File: src/rtl/axis_packet_sink_if.sv
// rtl/axis_packet_sink_if.sv - AXI-Stream beat channel between the stream master and the packet sink
interface axis_packet_sink_if #(
    parameter int C_S_AXIS_TDATA_WIDTH = 32
);
    logic [C_S_AXIS_TDATA_WIDTH-1:0]     S_AXIS_TDATA;
    logic [(C_S_AXIS_TDATA_WIDTH/8)-1:0] S_AXIS_TSTRB;
    logic                                S_AXIS_TLAST;
    logic                                S_AXIS_TVALID;
    logic                                S_AXIS_TREADY;

    modport master (
        output S_AXIS_TDATA, S_AXIS_TSTRB, S_AXIS_TLAST, S_AXIS_TVALID,
        input  S_AXIS_TREADY
    );

    modport slave (
        input  S_AXIS_TDATA, S_AXIS_TSTRB, S_AXIS_TLAST, S_AXIS_TVALID,
        output S_AXIS_TREADY
    );
endinterface

File: src/rtl/axis_packet_sink.sv
// rtl/axis_packet_sink.sv - AXI-Stream packet sink: FWFT packet FIFO with length cap and protocol checker
module axis_packet_sink #(
    parameter int C_S_AXIS_TDATA_WIDTH = 32,
    parameter int ADDR_W               = 4,
    parameter int MAX_PKT_WORDS        = 16
) (
    input  logic                            S_AXIS_ACLK,
    input  logic                            S_AXIS_ARESETN,
    axis_packet_sink_if.slave               s_axis,
    input  logic                            rd_en,
    output logic [C_S_AXIS_TDATA_WIDTH-1:0] rd_data,
    output logic                            rd_last,
    output logic                            rd_valid,
    output logic                            pkt_avail,
    output logic [7:0]                      pkt_count,
    output logic                            ovf_err,
    output logic                            proto_err
);
    localparam int DW    = C_S_AXIS_TDATA_WIDTH;
    localparam int SW    = DW / 8;
    localparam int DEPTH = 2 ** ADDR_W;
    localparam logic [7:0]      MAX_W = 8'(MAX_PKT_WORDS);
    localparam logic [ADDR_W:0] ONE_C = 1;

    typedef enum logic [1:0] {IDLE, IN_PKT, DISCARD} state_t;

    state_t              state;
    logic                armed;
    logic [7:0]          beatcnt;
    logic [ADDR_W-1:0]   wptr, rptr;
    logic [ADDR_W:0]     count, lastcnt;
    logic [DW:0]         mem [DEPTH];
    logic [DW:0]         head;
    logic                full, empty, tready, accept;
    logic                push, push_last, cap, pop, pop_last;
    logic [7:0]          beat_n;
    logic                stall_r, tlast_r;
    logic [DW-1:0]       tdata_r;
    logic [SW-1:0]       tstrb_r;

    // count never exceeds DEPTH, so its top bit alone means full
    assign full   = count[ADDR_W];
    assign empty  = (count == '0);
    assign tready = armed & ((state == DISCARD) | ~full);
    assign accept = s_axis.S_AXIS_TVALID & tready;
    assign s_axis.S_AXIS_TREADY = tready;

    assign head      = mem[rptr];
    assign rd_valid  = ~empty;
    assign rd_data   = empty ? '0 : head[DW-1:0];
    assign rd_last   = ~empty & head[DW];
    assign pkt_avail = (lastcnt != '0);
    assign pop       = rd_en & ~empty;
    assign pop_last  = pop & head[DW];

    // beat_n is the 1-based position of the incoming beat within its packet
    always_comb begin
        beat_n    = (state == IDLE) ? 8'd1 : beatcnt + 8'd1;
        push      = 1'b0;
        push_last = 1'b0;
        cap       = 1'b0;
        if (accept && state != DISCARD) begin
            push      = 1'b1;
            cap       = (beat_n == MAX_W) && !s_axis.S_AXIS_TLAST;
            push_last = s_axis.S_AXIS_TLAST | cap;
        end
    end

    always_ff @(posedge S_AXIS_ACLK or negedge S_AXIS_ARESETN) begin
        if (!S_AXIS_ARESETN) begin
            state   <= IDLE;
            beatcnt <= '0;
            ovf_err <= 1'b0;
        end else if (accept) begin
            case (state)
                IDLE: begin
                    if (cap) begin
                        state   <= DISCARD;
                        ovf_err <= 1'b1;
                    end else if (!s_axis.S_AXIS_TLAST) begin
                        state   <= IN_PKT;
                        beatcnt <= 8'd1;
                    end
                end
                IN_PKT: begin
                    beatcnt <= beat_n;
                    if (s_axis.S_AXIS_TLAST) begin
                        state <= IDLE;
                    end else if (cap) begin
                        state   <= DISCARD;
                        ovf_err <= 1'b1;
                    end
                end
                DISCARD: begin
                    if (s_axis.S_AXIS_TLAST) state <= IDLE;
                end
                default: state <= IDLE;
            endcase
        end
    end

    always_ff @(posedge S_AXIS_ACLK) begin
        if (push) mem[wptr] <= {push_last, s_axis.S_AXIS_TDATA};
    end

    always_ff @(posedge S_AXIS_ACLK or negedge S_AXIS_ARESETN) begin
        if (!S_AXIS_ARESETN) begin
            armed     <= 1'b0;
            wptr      <= '0;
            rptr      <= '0;
            count     <= '0;
            lastcnt   <= '0;
            pkt_count <= '0;
        end else begin
            armed <= 1'b1;
            if (push) wptr <= wptr + 1'b1;
            if (pop)  rptr <= rptr + 1'b1;
            case ({push, pop})
                2'b10:   count <= count + ONE_C;
                2'b01:   count <= count - ONE_C;
                default: ;
            endcase
            case ({push_last, pop_last})
                2'b10:   lastcnt <= lastcnt + ONE_C;
                2'b01:   lastcnt <= lastcnt - ONE_C;
                default: ;
            endcase
            if (push_last) pkt_count <= pkt_count + 8'd1;
        end
    end

    // A stalled beat must be held unchanged until the handshake completes
    always_ff @(posedge S_AXIS_ACLK or negedge S_AXIS_ARESETN) begin
        if (!S_AXIS_ARESETN) begin
            stall_r   <= 1'b0;
            tdata_r   <= '0;
            tstrb_r   <= '0;
            tlast_r   <= 1'b0;
            proto_err <= 1'b0;
        end else begin
            stall_r <= armed & s_axis.S_AXIS_TVALID & ~tready;
            tdata_r <= s_axis.S_AXIS_TDATA;
            tstrb_r <= s_axis.S_AXIS_TSTRB;
            tlast_r <= s_axis.S_AXIS_TLAST;
            if (armed && stall_r &&
                (!s_axis.S_AXIS_TVALID || s_axis.S_AXIS_TDATA != tdata_r ||
                 s_axis.S_AXIS_TSTRB != tstrb_r || s_axis.S_AXIS_TLAST != tlast_r))
                proto_err <= 1'b1;
        end
    end
endmodule

File: src/flat_wrapper.sv
// flat-port wrapper written by rule: the top's interface ports become plain ports
module axis_packet_sink_flat 
#(
    parameter int C_S_AXIS_TDATA_WIDTH = 32,
    parameter int ADDR_W               = 4,
    parameter int MAX_PKT_WORDS        = 16
)
  (S_AXIS_ACLK, S_AXIS_ARESETN, rd_en, rd_data, rd_last, rd_valid, pkt_avail, pkt_count, ovf_err, proto_err, s_axis_S_AXIS_TDATA, s_axis_S_AXIS_TSTRB, s_axis_S_AXIS_TLAST, s_axis_S_AXIS_TVALID, s_axis_S_AXIS_TREADY);
  axis_packet_sink_if #(.C_S_AXIS_TDATA_WIDTH(C_S_AXIS_TDATA_WIDTH)) s_axis_i ();
  input  logic S_AXIS_ACLK;
  input  logic S_AXIS_ARESETN;
  input  logic rd_en;
  output logic [C_S_AXIS_TDATA_WIDTH-1:0] rd_data;
  output logic rd_last;
  output logic rd_valid;
  output logic pkt_avail;
  output logic [7:0] pkt_count;
  output logic ovf_err;
  output logic proto_err;
  input wire logic [$bits(s_axis_i.S_AXIS_TDATA)-1:0] s_axis_S_AXIS_TDATA;
  input wire logic [$bits(s_axis_i.S_AXIS_TSTRB)-1:0] s_axis_S_AXIS_TSTRB;
  input wire logic [$bits(s_axis_i.S_AXIS_TLAST)-1:0] s_axis_S_AXIS_TLAST;
  input wire logic [$bits(s_axis_i.S_AXIS_TVALID)-1:0] s_axis_S_AXIS_TVALID;
  output wire logic [$bits(s_axis_i.S_AXIS_TREADY)-1:0] s_axis_S_AXIS_TREADY;
  assign s_axis_i.S_AXIS_TDATA = s_axis_S_AXIS_TDATA;
  assign s_axis_i.S_AXIS_TSTRB = s_axis_S_AXIS_TSTRB;
  assign s_axis_i.S_AXIS_TLAST = s_axis_S_AXIS_TLAST;
  assign s_axis_i.S_AXIS_TVALID = s_axis_S_AXIS_TVALID;
  assign s_axis_S_AXIS_TREADY = s_axis_i.S_AXIS_TREADY;
  axis_packet_sink #(.C_S_AXIS_TDATA_WIDTH(C_S_AXIS_TDATA_WIDTH), .ADDR_W(ADDR_W), .MAX_PKT_WORDS(MAX_PKT_WORDS)) u_core (.S_AXIS_ACLK(S_AXIS_ACLK), .S_AXIS_ARESETN(S_AXIS_ARESETN), .s_axis(s_axis_i), .rd_en(rd_en), .rd_data(rd_data), .rd_last(rd_last), .rd_valid(rd_valid), .pkt_avail(pkt_avail), .pkt_count(pkt_count), .ovf_err(ovf_err), .proto_err(proto_err));
endmodule
File: config.mk
export PLATFORM = sky130hd
export DESIGN_NAME = axis_packet_sink_flat
export DESIGN_NICKNAME = d
export VERILOG_FILES = /design/src/rtl/axis_packet_sink_if.sv /design/src/rtl/axis_packet_sink.sv /design/src/flat_wrapper.sv
export SDC_FILE = /design/constraint.sdc
export NUM_CORES = 1
export LEC_CHECK = 0
export ABC_AREA = 1
export CORE_UTILIZATION = 61
export CTS_CLUSTER_SIZE = 40
export DETAILED_ROUTE_END_ITERATION = 8
export PLACE_DENSITY = 0.82
export RECOVER_POWER = 100
export SLEW_MARGIN = 30
export SYNTH_ARGS = -nofsm -noshare
export SYNTH_HDL_FRONTEND = slang
export SYNTH_SLANG_ARGS = --single-unit
export TNS_END_PERCENT = 5
File: constraint.sdc
create_clock -name S_AXIS_ACLK -period 3.6 [get_ports S_AXIS_ACLK]
set_input_delay 0.36 -clock S_AXIS_ACLK [delete_from_list [all_inputs] [get_ports S_AXIS_ACLK]]
set_output_delay 0.36 -clock S_AXIS_ACLK [all_outputs]
set_load 0.03 [all_outputs]
---- Word-level counts from Yosys, hierarchy flattened ----
Memory sizes are Yosys's and may differ from the RTL's.
Index checks and enable logic that the tools add are counted.
cells by class
  add/subtract/negate cells ............... 8
  eq/ne operators ......................... 17
  multiplexer cells ....................... 21
  bitwise logic cells ..................... 12
  reduce and logical (&&, ||, !) cells .... 18
operators with widths
  cell                                                                 count
  32-bit 2-to-1 mux                                                    1
  32-bit != test                                                       1
  8-bit 2-to-1 mux                                                     3
  5-bit case mux with 2 select lines                                   2
  8-bit by 1-bit adder with 8-bit output (second input constant)       2
  8-bit case mux with 2 select lines                                   1
  5-bit by 1-bit adder with 5-bit output (second input constant)       2
  2-bit 2-to-1 mux                                                     5
  2-bit != test (second input constant)                                5
  5-bit by 1-bit subtractor with 5-bit output (second input constant)  2
  4-bit by 1-bit adder with 4-bit output (second input constant)       2
  8-bit by 5-bit == test with 1-bit output (second input constant)     1
  4-bit AND reduction                                                  2
  1-bit AND                                                            7
  1-bit 2-to-1 mux                                                     7
  2-bit by 1-bit == test with 1-bit output (second input constant)     3
  2-bit == test (second input constant)                                3
  3-bit by 2-bit != test with 1-bit output (second input constant)     2
  2-bit case mux with 3 select lines                                   1
  2-bit nonzero test                                                   3
  5-bit logical NOT                                                    1
  5-bit nonzero test                                                   1
  1-bit logical AND                                                    4
  4-bit != test                                                        1
  other kinds (8)                                                      14
storage, ports and cells
  flip-flop bits (word level) ............. 77
  RAM bits ................................ 528
  input port bits ......................... 41
  output and inout port bits .............. 46
  word-level logic and storage cells ...... 91
  memories ................................ 1
memory list
  name        words  bits a word  read ports  clocked after memory_dff  wr ports  RTL line                source
  u_core.mem  16     33           1           0                         1         axis_packet_sink.sv:32  logic [DW:0] mem [DEPTH];

---- Logic depth before layout (Yosys ltp) ----
Gate-level depths: netlist (run 1).
  depth after elaboration ................. 9
  gate-level depth with buffers ........... 18
  depth with buffers taken out ............ 18

---- Worst setup path before layout (run 1) ----
OpenSTA, ideal clock, no wires.
  kind .................................... register to register
  from .................................... register u_core.state[1]
  to ...................................... memory u_core.mem[11][0] in the netlist's numbering, enable pin
  setup time .............................. 0.423 ns
  arrival ................................. 2.385 ns
  required time ........................... 3.177 ns
  setup slack ............................. 0.792 ns
  cell stages (with the launch flop) ...... 6
  path buffers ............................ 0
  period minus slack after synthesis ...... 2.808 ns
  cell sequence ........................... dfrtp_1 nand2_2 nand3_2 inv_1 nand2_1 nor2_1
between the ends
  cells in the longest elaborated chain, start to end .. 8
  elaborated cells between the ends (all ways) .. 9
  classes of those cells .................. eq/ne (2); mux (3); bitwise (3); reduce/logical (1)
RTL lines
  what                                      RTL line                 source
  start: declaration                        axis_packet_sink.sv:27   state_t state;
  start signal: assignment                  axis_packet_sink.sv:71   state <= IDLE;
  start signal: assignment                  axis_packet_sink.sv:78   state <= DISCARD;
  start signal: assignment                  axis_packet_sink.sv:81   state <= IN_PKT;
  2-bit == test                             axis_packet_sink.sv:44   assign tready = armed & ((state == DISCARD) | ~full);
  1-bit bitwise OR                          axis_packet_sink.sv:44
  1-bit AND                                 axis_packet_sink.sv:44
  1-bit AND                                 axis_packet_sink.sv:45   assign accept = s_axis.S_AXIS_TVALID & tready;
  1-bit logical AND *                       axis_packet_sink.sv:62   if (accept && state != DISCARD) begin
  1-bit 2-to-1 mux *                        axis_packet_sink.sv:62
  1-bit 2-to-1 mux *                        axis_packet_sink.sv:103  if (push) mem[wptr] <= {push_last, s_axis.S_AXIS_TDATA};
  1-bit 2-to-1 mux (not written as such) *  axis_packet_sink.sv:103
  end: declaration                          axis_packet_sink.sv:32
Mark *: on every way between the ends. The rest lies on a longest branch, timed or not.

---- Final worst setup path (run 1) ----
  from .................................... register u_core.rptr[0]
  to ...................................... output rd_data[11]
between the ends
  cells in the longest elaborated chain, start to end .. 2
RTL lines
  what                      RTL line                 source
  start: declaration        axis_packet_sink.sv:30   logic [ADDR_W-1:0] wptr, rptr;
  start signal: assignment  axis_packet_sink.sv:117  if (pop) rptr <= rptr + 1'b1;
  memory read 16 x 33 bit   n/a
  32-bit 2-to-1 mux         axis_packet_sink.sv:50   assign rd_data = empty ? '0 : head[DW-1:0];
  end: declaration          flat_wrapper.sv:13       output logic [C_S_AXIS_TDATA_WIDTH-1:0] rd_data;
No other way between the ends.

==> flow_summary.ini, run 1 <==
[timing]
slew_headroom_pct = -25.93
period_minus_slack_ns = 3.482
rsz0062_at_grt = yes
fmax_mhz = 287.2
tightest_slew_ns = 1.889
drv_slew = 36
finalHoldViolations = 0
setup_ws_ns = 0.1184
setup_viol = 0
timing.hold.ws_ns = 0.3744
fin_crit_sh_pct = 96.71
finalClockSkew_ns = 0.02518
tns_ns = 0

[placement]
dp_cells = 2460
gp_congestion = 0.8310
place_hpwl_mm = 34.60
dp_slack_ns = 0.4447
port-buffer-count = 86

[critical_path]
critPathKind = register to output port
cp-endpoint = rd_data[11]
r2r_setup_slack_ns = 0.51
reg2reg_from = u_core.rptr[0]$_DFFE_PN0P_
startpoint = u_core.rptr[0]$_DFFE_PN0P_
slowest_stage = clkdlybuf4s50_1
critPathTopFamily = buffers and inverters
crit_buf_inv = 3
r2r_cells = 14
path_cells = inv_8 > buf_12 > o21ai_0 > o221ai_1 > nand3_1 > a21oi_1 > clkdlybuf4s50_1
cp.required_ns = 3.24
crit_fanout = 56
crit_arrival_ns = 3.12
r2r_end = u_core.lastcnt[4]$_DFFE_PN0P_
max_stage_delay_ns = 0.70
crit_path_end_kind = output port
path_depth = 7
worstSetupStartpointType = register

[routing]
postRouteAntennaNets = 0
drtIter0Drc = 2464
drtPass1Iterations = 6
wl_per_cell_um = 24.64
routed_wl_mm = 63.25
vias = 16760
vias_per_cell = 6.531
drc_errors = 0

[synth]
ys_types = 41
yosysSeqAreaShare_pct = 73.03
synthArstFlopShare_pct = 12.73
ys.flop_type = edfxtp_1
synth_enable_flop_cells = 528
ys_ff_latch = 605
avgSynthCellArea_um2 = 12.82
synthCells = 1899
netlist_area_um2 = 24350
syn-num-nets = 1957
ys_warn_count = 0

[final_layout]
nNetsFinal = 2059
antennaDiodeCount = 0
fillers = 2315
syn2layout_area_growth_pct = 15.04
final_cell_count_no_fill = 2567
drive_above_1_share_pct = 10.54

[clocking]
htree_levels = 2
insertion_delay_ns = 0.61
clock_path_buffers = 3
cts-root-buf = clkbuf_16
numCtsBuffers = 56
cts_num_sinks = 605
postCtsSetupRepairBufs = 0
cts_tree = yes
clk_pin_slew_worst_paths_ns = 0.06

[die]
start_util_pct = 62.42
rows = 72
fp.dieH_um = 201.8
die_area_um2 = 40720
core_region_area_um2 = 39010
io_pins = 87
chipWidth_um = 201.8

[min_path]
hp-class = input port to register

[grt]
grt_max_degree = 123
grt.total_usage_pct = 31.24
grt_pass1_vias = 16620
antenna_found_initial = 1
grt_pass1_wl_mm = 95.58
overflow = 0

[power]
peakVddDrop_uv = 638.0
p_leak_nw = 9.736
power_mw = 22.61
powerDensity_nw_per_um2 = 807.1

[outcome]
violations = capacitance limit, slew limit
status = finished with violations

[job]
drv_cap = 1
## final cells by class
type / instances / area, um^2 / share of cell area, %
sequential: 605 / 17790 / 63.51
tap: 518 / 648.1 / 2.314
clock buffer: 85 / 1719 / 6.137
timing repair buffer: 156 / 1543 / 5.508
clock inverter: 21 / 177.7 / 0.6343
multi-input combinational: 1090 / 5778 / 20.63
inverter: 92 / 354.1 / 1.264
## synth_stat cells, types with 27 or more instances
cell type	instances	area [um^2]
edfxtp_1	528	15860
nor2_1	318	1194
o21ai_0	274	1371
nand2_1	122	457.9
o221ai_1	102	893.4
inv_1	86	322.8
dfrtp_1	77	1927
a21oi_1	65	325.3
nand3_1	64	320.3
clkbuf_1	58	217.7
buf_2	35	175.2
o21ai_1	28	140.1
o22ai_1	27	168.9
## layer usage
metal | global-route usage, % | share of wire (%) | vias to the layer above
li1 | - | - | 7176
met5 | 0 | 0 | -
met1 | 41.83 | 36 | 8074
met2 | 50.83 | 48 | 1298
met4 | 13.39 | 3.9 | 0
met3 | 5.579 | 12 | 216
## metrics by stage
stage          utilization, %  cell area, um^2
4_1_cts                 72.01            28090
5_1_grt                 71.81            28010
3_3_place_gp            67.02            26140
3_5_place_dp            67.09            26170
6_report                71.81            28010
2_1_floorplan               -            24350
## worst reg2reg max path, delay by kind of cell (launching register included)
family / cells / cell delay, ns
AOI/OAI and AO/OA: 6 / 1.02
xor gates and xnor gates: 1 / 0.17
adders and majority gates: 2 / 0.71
buffers and inverters: 2 / 0.31
DFF: 1 / 0.56
and+or+nand+nor: 3 / 0.21
## worst min-delay path by stage
stage,from,endpoint,depth (start not counted)
floorplan,S_AXIS_ARESETN,u_core.armed$_DFF_PN0_,0
detailed placement,S_AXIS_ARESETN,u_core.beatcnt[2]$_DFFE_PN0P_,1
CTS,s_axis_S_AXIS_TSTRB[2],u_core.tstrb_r[2]$_DFF_PN0_,1
global route,s_axis_S_AXIS_TSTRB[2],u_core.tstrb_r[2]$_DFF_PN0_,1
global placement,u_core.proto_err$_DFFE_PN0P_,u_core.proto_err$_DFFE_PN0P_,2
finish,s_axis_S_AXIS_TSTRB[2],u_core.tstrb_r[2]$_DFF_PN0_,1
## sequential cells by signal, indices dropped and copies added (netlist names), 4 cells and up
register	flops
u_core.mem	528
u_core.tdata_r	32
u_core.beatcnt	8
u_core.pkt_count	8
u_core.count	5
u_core.lastcnt	5
u_core.rptr	4
u_core.tstrb_r	4
u_core.wptr	4
## repair_timing
item	in CTS	in global routing
endpoints found under the setup margin	3	5
hold buffers	1	0
endpoints found under the hold margin	34	0
resized for setup	5	6
cloned	0	0
## where the power goes
group          total [mW]  internal (mW)  switching [mW]
Clock                5.97           3.44            2.53
Combinational        8.32           2.63            5.69
Sequential           8.32           8.04           0.275
## cells by family (layout without fill, tap and decap cells)
| logic type | after synthesis | after routing | synth area share [%] |
|---|---|---|---|
| DFF | 605 | 605 | 73.03 |
| and+or+nand+nor | 529 | 529 | 8.813 |
| AOI/OAI and AO/OA | 516 | 516 | 12.56 |
| buffers and inverters | 204 | 354 | 3.674 |
| xor gates and xnor gates | 27 | 27 | 0.9712 |
| adders and majority gates | 17 | 17 | 0.9353 |
| other | 1 | 1 | 0.01540 |
## placed cells by master (no fill, tap or decap), types with 57 or more instances in the layout
cell type,n
nor2_1,303
o221ai_1,102
o21ai_0,274
edfxtp_1,528
a21oi_1,66
dfrtp_1,74
clkbuf_16,57
nand2_1,123
nand3_1,65
inv_1,85
(Power assumes the default switching activity.)
==> inputs of run 2 (changes only) <==
Settings changed: CORE_UTILIZATION 61 to 63, DONT_BUFFER_PORTS from default to 1, PLACE_DENSITY 0.82 to 0.81.
==> run 2 against run 1 <==
Worst setup slack got worse by 0.13 ns; the flow finishes with violations (capacitance limit, slew limit, setup timing); sequential share of layout area increased by 1.9 points; sequential power increased by 2%; largest cell class unchanged; sequential cell count unchanged; die area decreased by 3.1%; via count increased by 0.11%; critical endpoint is now rd_data[27].
==> flow_summary.ini, run 2 (synthesis results as in run 1) <==
[die]
chipWidth_um = 198.6
core_region_area_um2 = 37840
start_util_pct = 64.34
fp.dieH_um = 198.6
io_pins = 87
die_area_um2 = 39440
rows = 71

[grt]
met1_usage_pct = 45.42
grt_max_degree = 186
met2_usage_pct = 52.12
grt_use_met3_pct = 6.290
grt_pass1_vias = 16150
globalRoute.busiestLayer = met2
antenna_found_initial = 7
grt_pass1_wl_mm = 95.39
overflow = 0
grt.total_usage_pct = 33.16

[min_path]
hold_depth = 3
hp-class = input port to register

[routing]
drtPass1Iterations = 6
drtIter0Drc = 2684
wl_per_cell_um = 25.53
vias_per_cell = 6.676
routed_wl_mm = 64.18
vias = 16780
drc_errors = 0
postRouteAntennaNets = 0

[outcome]
violations = capacitance limit, slew limit, setup timing
status = finished with violations

[clocking]
clock_path_buffers = 3
htree_levels = 2
cts_tree = yes
cts_num_sinks = 605
numCtsBuffers = 57
insertion_delay_ns = 0.62
clk_pin_slew_worst_paths_ns = 0.07
cts-root-buf = clkbuf_16

[timing]
timing.hold.ws_ns = 0.04743
tightest_slew_ns = 1.983
slew_headroom_pct = -32.21
setup_viol = 2
setup_ws_ns = -0.01114
tns_ns = -0.01299
drv_slew = 104
finalClockSkew_ns = 0.02702
fmax_mhz = 276.9
period_minus_slack_ns = 3.611
rsz0062_at_grt = yes
finalHoldViolations = 0
fin_crit_sh_pct = 100.3

[power]
peakVddDrop_uv = 669.6
p_comb_share_pct = 35.0
pwr-share-seq_pct = 38.7
clkPwrFrac_pct = 26.3
power_mw = 21.96
swShare_pct = 37.90
power.internal_mw = 13.64
powerDensity_nw_per_um2 = 807.2
netSwitchingPower_mw = 8.322
p_leak_nw = 9.401

[final_layout]
top_register = u_core.mem
layout_common_cells = edfxtp_1, nor2_1, o21ai_0, nand2_1, o221ai_1
regArea_um2 = 17790
largest_register_ffs = 528
layout_commonest_cell = edfxtp_1
fillers = 2317
syn2layout_area_growth_pct = 11.73
nNetsFinal = 2011
final_cell_count_no_fill = 2514
multiInputGateArea_um2 = 5677
largestRegisters = u_core.mem (528), u_core.tdata_r (32)
final_core_util_pct = 71.89
fin_area_um2 = 27200
drive_above_1_share_pct = 8.659

[placement]
place_hpwl_mm = 31.53
gp_congestion = 0.8651
dpl_cell_area_um2 = 25280
dp_cells = 2365
port-buffer-count = 0
dp_slack_ns = 0.6386

[critical_path]
critPathKind = register to output port
crit_path_end_kind = output port
crit_fanout = 146
r2r_cells = 6
cp.required_ns = 3.24
worstSetupStartpointType = register
crit_arrival_ns = 3.25

[job]
drv_cap = 3
-- run 2: cell count changes in the layout (fill, tap and decap cells not counted), sizes merged --
cell,previous run,this run
bufinv,2,4
clkdlybuf4s50,20,0
dlymetal6s2s,4,0
clkbuf,103,88
clkinv,16,22
dlygate4sd2,1,0
diode,0,5
dlygate4sd3,38,39
buf,75,57
clkinvlp,2,0
-- run 2: worst max-delay path, cell delays in order, from the launching register on --
cell and delay [ns]:
dfrtp_4 0.79, buf_12 0.49, o21ai_0 0.22, o221ai_1 0.30, nand3_1 0.16, a21oi_1 0.32
buf_4 0.22
-- run 2: what timing repair did --
| action | in CTS | in global routing |
|---|---|---|
| endpoints found under the hold margin | 628 | 0 |
| endpoints found under the setup margin | 4 | 17 |
| hold buffers | 40 | 0 |
| pin swaps | 0 | 1 |
| buffers inserted | 0 | 0 |
| gates resized for setup | 2 | 11 |
-- run 2: power groups by stage --
stage | Sequential (mW) | Clock [mW] | Combinational, mW
after global routing | 8.53 | 6.06 | 8.22
after floorplan | 8.44 | 0 | 5.19
final | 8.49 | 5.79 | 7.68
after CTS | 8.47 | 5.78 | 7.60
after detailed placement | 8.61 | 0 | 7.34
after global placement | 8.58 | 0 | 7.03
-- run 2: area by class of cell --
cell class / instances / area share (%)
antenna: 5 / 0.04599
clock buffer: 77 / 5.671
clock inverter: 27 / 0.8646
inverter: 92 / 1.302
multi-input combinational: 1090 / 20.87
sequential: 605 / 65.40
tap: 511 / 2.350
timing repair buffer: 107 / 3.505
-- run 2: final timing paths --
check                                            startpoint                      endpoint  slack [ns]
worst max-delay path             u_core.rptr[0]$_DFFE_PN0P_                   rd_data[27]       -0.01
worst min-delay path                    s_axis_S_AXIS_TLAST   u_core.state[1]$_DFFE_PN0P_        0.05
worst max register to register  u_core.state[1]$_DFFE_PN0P_   u_core.mem[4][12]$_DFFE_PP_        0.08
worst min register to register  u_core.state[0]$_DFFE_PN0P_   u_core.state[0]$_DFFE_PN0P_        0.50
max in group asynchronous                    S_AXIS_ARESETN    u_core.rptr[0]$_DFFE_PN0P_        1.28
min in group asynchronous                    S_AXIS_ARESETN  u_core.tdata_r[13]$_DFF_PN0_        0.90
-- run 2: per-layer routing --
metal	vias to the layer above	share of wire [%]
met5	-	0.036
met4	4	4.3
met3	231	13
met2	1289	48
met1	8176	36
li1	7083	-
